**src/rtl/omp_run_ctrl.sv**
```systemverilog
// Run sequencer for the OMP core and Block C: launches each stage, captures the support set, flags dups/timeouts.
// Launch pulse one cycle after start acceptance; run_done one cycle after the final completion or the stage timeout.
// No backpressure: start is ignored while busy and completion pulses outside their stage are dropped.
module omp_run_ctrl #(
    parameter logic [19:0] TIMEOUT = 20'd100000,
    parameter int          KMAX    = 16
) (
    input  logic       clk,
    input  logic       rst_n,
    input  logic       start,
    input  logic [5:0] cfg_N,
    input  logic [2:0] cfg_M,
    input  logic [4:0] cfg_K,
    output logic       start_omp,
    output logic [5:0] N_in,
    output logic [2:0] M_in,
    output logic [4:0] K_limit,
    input  logic [5:0] lambda_in,
    input  logic       lambda_we,
    input  logic [4:0] current_i_in,
    input  logic       done_omp,
    output logic       start_c,
    input  logic       done_c,
    input  logic [3:0] supp_addr,
    output logic [5:0] supp_data,
    output logic [4:0] supp_count,
    output logic       busy,
    output logic       run_done,
    output logic       err_dup,
    output logic       err_timeout
);
    localparam logic [2:0] IDLE      = 3'd0;
    localparam logic [2:0] LAUNCH_AB = 3'd1;
    localparam logic [2:0] RUN_AB    = 3'd2;
    localparam logic [2:0] LAUNCH_C  = 3'd3;
    localparam logic [2:0] RUN_C     = 3'd4;
    localparam logic [2:0] FIN       = 3'd5;
    localparam logic [2:0] ERR       = 3'd6;

    logic [2:0]  state;
    logic [19:0] timer;
    logic [5:0]  supp_mem [KMAX];
    logic [4:0]  k_eff;
    logic        capture;
    logic        dup_hit;
    logic        stage_expired;

    assign k_eff         = (cfg_K > 5'(KMAX)) ? 5'(KMAX) : cfg_K;
    assign capture       = (state == RUN_AB) && lambda_we && (supp_count < K_limit);
    assign stage_expired = (timer == TIMEOUT - 20'd1);

    // Only entries already captured in this run take part in the duplicate search.
    always_comb begin
        dup_hit = 1'b0;
        for (int i = 0; i < KMAX; i++) begin
            if ((5'(i) < supp_count) && (supp_mem[i] == lambda_in)) begin
                dup_hit = 1'b1;
            end
        end
    end

    assign start_omp = (state == LAUNCH_AB);
    assign start_c   = (state == LAUNCH_C);
    assign run_done  = (state == FIN) || (state == ERR);
    assign busy      = (state != IDLE);
    assign supp_data = supp_mem[supp_addr];

    always_ff @(posedge clk) begin
        if (capture) begin
            supp_mem[supp_count[3:0]] <= lambda_in;
        end
    end

    always_ff @(posedge clk or negedge rst_n) begin
        if (!rst_n) begin
            state       <= IDLE;
            timer       <= '0;
            supp_count  <= '0;
            N_in        <= '0;
            M_in        <= '0;
            K_limit     <= '0;
            err_dup     <= 1'b0;
            err_timeout <= 1'b0;
        end else begin
            case (state)
                IDLE: begin
                    if (start) begin
                        N_in        <= cfg_N;
                        M_in        <= cfg_M;
                        K_limit     <= k_eff;
                        supp_count  <= '0;
                        err_dup     <= 1'b0;
                        err_timeout <= 1'b0;
                        state       <= (cfg_K == 5'd0) ? FIN : LAUNCH_AB;
                    end
                end
                LAUNCH_AB: begin
                    timer <= '0;
                    state <= RUN_AB;
                end
                RUN_AB: begin
                    // Capture completes even on the cycle done_omp arrives.
                    if (capture) begin
                        supp_count <= supp_count + 5'd1;
                        if (dup_hit) begin
                            err_dup <= 1'b1;
                        end
                    end
                    if (done_omp) begin
                        state <= LAUNCH_C;
                    end else if (stage_expired) begin
                        err_timeout <= 1'b1;
                        state       <= ERR;
                    end else begin
                        timer <= timer + 20'd1;
                    end
                end
                LAUNCH_C: begin
                    timer <= '0;
                    state <= RUN_C;
                end
                RUN_C: begin
                    if (done_c) begin
                        state <= FIN;
                    end else if (stage_expired) begin
                        err_timeout <= 1'b1;
                        state       <= ERR;
                    end else begin
                        timer <= timer + 20'd1;
                    end
                end
                FIN:     state <= IDLE;
                ERR:     state <= IDLE;
                default: state <= IDLE;
            endcase
        end
    end

`ifndef SYNTHESIS
    // The core's own index is informational; record runs where it disagrees with ours.
    cover property (@(posedge clk) disable iff (!rst_n) capture && (current_i_in != supp_count));
`endif

endmodule

```
**config.mk**
```make
export PLATFORM = sky130hd
export DESIGN_NAME = omp_run_ctrl
export DESIGN_NICKNAME = d
export VERILOG_FILES = /design/src/rtl/omp_run_ctrl.sv
export SDC_FILE = /design/constraint.sdc
export NUM_CORES = 1
export LEC_CHECK = 0
export ABC_CLOCK_PERIOD_IN_PS = 2300
export CORE_UTILIZATION = 52
export DETAILED_ROUTE_END_ITERATION = 8
export PLACE_DENSITY_LB_ADDON = 0.12
export SYNTH_ARGS = -nofsm -noshare
export SYNTH_HDL_FRONTEND = slang
export SYNTH_SLANG_ARGS = --single-unit
```
**constraint.sdc**
```tcl
create_clock -name clk -period 2.3 [get_ports clk]
set_input_delay 0.345 -clock clk [delete_from_list [all_inputs] [get_ports clk]]
set_output_delay 0.345 -clock clk [all_outputs]
set_load 0.1 [all_outputs]
```
==> results.tsv <==
metric	value	unit
Num Clock Sinks	140	
Int Power	5.591	mW
Seq cells post-synth	140	
critical path class	reg2out	
Max Cap Viol	0	
share of flip-flops with an asynchronous set or reset after synthesis	31.43	%
Synth top cells by count	96 x edfxtp_1, 64 x xor2_1, 52 x nor2_1, 51 x xnor2_1, 44 x dfrtp_1	
clock share of power	28.2	%
failing checks	negative setup slack	
Max H-tree Level	4	
Via Count	5202	
outcome	finished, violations left	
RSZ-0062 raised after global routing	true	
Critical Path Source Type	flop	
register share of total power	34.4	%
Yosys top cell area share	40.02	%
highest routed layer	met4	
worst slew pin tran	514.3	ps
layout cells sized above 1	32.87	%
RR Endpoint	supp_mem[2][5]$_DFFE_PP_	
r2r setup slk	-30	ps
GRT Util Overall	28.30	%
GRT overflow	0	
largest area contributor in the netlist	edfxtp_1	
Setup WS post-layout	-138.3	ps
Skew-Pair Late Insertion Delay	430	ps
vias in the first global route	5302	
Crit Path Max Fanout	2	
M1 wire length	7.678	mm
Yosys cell types	47	
total core area	13400	um2
CTS tree	yes	
leakage power	3.639	nW
Clock Skews	10.40	ps
Syn Inst Count	557	
logic gate share of total power	37.4	%
area grow syn2layout	34.20	%
P_sw	3.449	mW
sequential area share after synthesis	55.31	%
die area	14330	um2
multi-input logic area	3242	um2
metal2 WL	9.294	mm
first-pass GRT wire length	29.39	mm
FF+latch area	4003	um2
mapped cell area	7203	um2
total power	9.039	mW
Final min period	2438	ps
Ports	66	
final number of max-transition violations	0	
Setup TNS	-884.4	ps
Post-Route WL	19.13	mm
largest net degree at the start of global routing	25	
# diodes	0	
CTS Buffer Depth	2	
CTS clk-pin slew, worst paths	60	ps
Pre-antenna DRT Iters	5	
Post-synth top flop	edfxtp_1	
NumNets Final	746	
Max-slew headroom	64.82	%
count leader, synth	edfxtp_1	
routed vias/inst	5.838	
Net Sw Frac	38.15	%
Fin. Hold Viols	0	
CTS Buf Count	17	
reg2reg path depth	10	
synth warn	0	
PD cells	935.1	nW/um2
ANT nets after route	0	
post-synth net total	601	
Root Driver	clkbuf_16	
Setup crit start	supp_mem[5][0]$_DFFE_PP_	
Chip Width	119.7	um
largest cells by area after synthesis	edfxtp_1 40%, dfrtp_1 15%, mux4_2 9.4%, xor2_1 7.8%, xnor2_1 6.2%	
Worst R2R Start	K_limit[1]$_DFFE_PN0P_	
Final setup viols	12	
DIE HEIGHT	119.7	um
initial core utilization	53.75	%
wire per inst	21.47	um
Fill cells	902	
hold crit path type	in2async	
# rows	42	
initial antenna violation count	0	
Setup crit end kind	primary output	
CP Data Arrival Time	2090	ps
Port Buffer Count	60	
met3 wire length	1.332	mm
# DRC	0	
Mean Syn Cell Area	12.93	um2
DR iter-0 viols	361	
Critical Path RT	1960	ps
final worst path period share	106.0	%
Peak supply drop	1.310	mV
Fmax	410.1	MHz
EDFF count, synth	96	
RePlAce Congestion	0.9549	
CP Capture Point	supp_data[0]	
dpl hpwl	13.78	mm
## routing by layer
layer / up-vias / GRT usage (%)
li1: 2337 / -
met1: 2543 / 36.00
met2: 266 / 44.44
met3: 56 / 6.511
met4: 0 / 16.72
met5: - / 0
## per-stage QoR
step	utilization, %	setup WS, ps	instance area (um2)	hold slack [ps]	instances
2_1_floorplan	-	-179.7	7420	49.41	557
3_5_place_dp	65.43	-393.5	8768	326.3	825
6_report	72.14	-138.3	9667	401.3	891
3_3_place_gp	65.43	-370.7	8768	320.3	825
5_1_grt	72.14	-170.5	9667	434.9	891
4_1_cts	70.53	-160.3	9452	402.3	867
## critical path: stages (launching register included)
cell	delay, ps
edfxtp_1	470
mux4_2	490
mux4_2	510
buf_12	190
## area by class of cell
cell class	count	area share, %
tap	176	2.278
clock inverter	7	0.6601
timing repair buffer	157	16.53
inverter	14	0.5695
multi-input combinational	372	33.54
sequential	140	41.41
clock buffer	25	5.022
## registers in the layout (all words and copies together) (netlist names)
register,cells
timer,20
N_in,6
M_in,3
supp_mem,96
state,3
K_limit,5
supp_count,5
err_dup,1
err_timeout,1
## worst min-delay path by stage
stage           from                     end  slack, ps  cells past startpoint
2_1_floorplan  rst_n  K_limit[0]$_DFFE_PN0P_         50                      0
3_3_place_gp   rst_n     N_in[4]$_DFFE_PN0P_        320                      1
3_5_place_dp   rst_n     N_in[1]$_DFFE_PN0P_        330                      1
4_1_cts        rst_n     N_in[1]$_DFFE_PN0P_        400                      2
5_1_grt        rst_n     N_in[0]$_DFFE_PN0P_        430                      2
6_report       rst_n     N_in[3]$_DFFE_PN0P_        400                      2
## power groups by stage
stage / sequential (mW) / clock (mW) / combinational [mW]
finish: 3.11 / 2.55 / 3.38
global placement: 3.14 / 0 / 3.23
detailed placement: 3.15 / 0 / 3.29
global route: 3.14 / 2.68 / 3.55
floorplan: 4.10 / 0 / 1.35
CTS: 3.11 / 2.58 / 3.34
## cells in the final DEF, fill, tap and decap left out, types with 4 or more instances in the layout
| cell | count |
|---|---|
| mux4_2 | 30 |
| xor2_1 | 64 |
| buf_12 | 24 |
| nand3_1 | 16 |
| a31o_2 | 4 |
| a21oi_1 | 8 |
| nand2_8 | 4 |
| nor3_4 | 4 |
| buf_4 | 100 |
| a31oi_1 | 6 |
| mux2_2 | 9 |
| nand4_1 | 15 |
| clkbuf_16 | 17 |
| xnor2_1 | 51 |
| dfrtp_1 | 35 |
| nor2_4 | 11 |
| ha_1 | 8 |
| dfrtp_2 | 6 |
| a21o_1 | 5 |
| nor2_1 | 40 |
| nand2_1 | 26 |
| nor3_1 | 9 |
| edfxtp_1 | 96 |
| o21ai_0 | 7 |
| inv_1 | 13 |
| clkdlybuf4s50_1 | 26 |
| nor4_1 | 17 |
| clkbuf_1 | 5 |
## logic make-up after synthesis
kind of cell | Yosys count | share of synthesized area [%]
and+or+nand+nor | 159 | 10.65
DFF | 140 | 55.31
xor gates and xnor gates | 115 | 13.98
AOI/OAI and AO/OA | 48 | 4.794
buffers and inverters | 45 | 2.623
muxes | 41 | 11.08
adders and majority gates | 9 | 1.563
## what timing repair did
action,in CTS,in global routing
endpoints found under the hold margin,20,0
gates resized for setup,7,5
hold buffers,1,0
cloned,2,0
pin swaps,4,0
setup endpoints to repair,30,49
buffers inserted,7,24
Note: power is estimated with default switching activity, not from simulation.
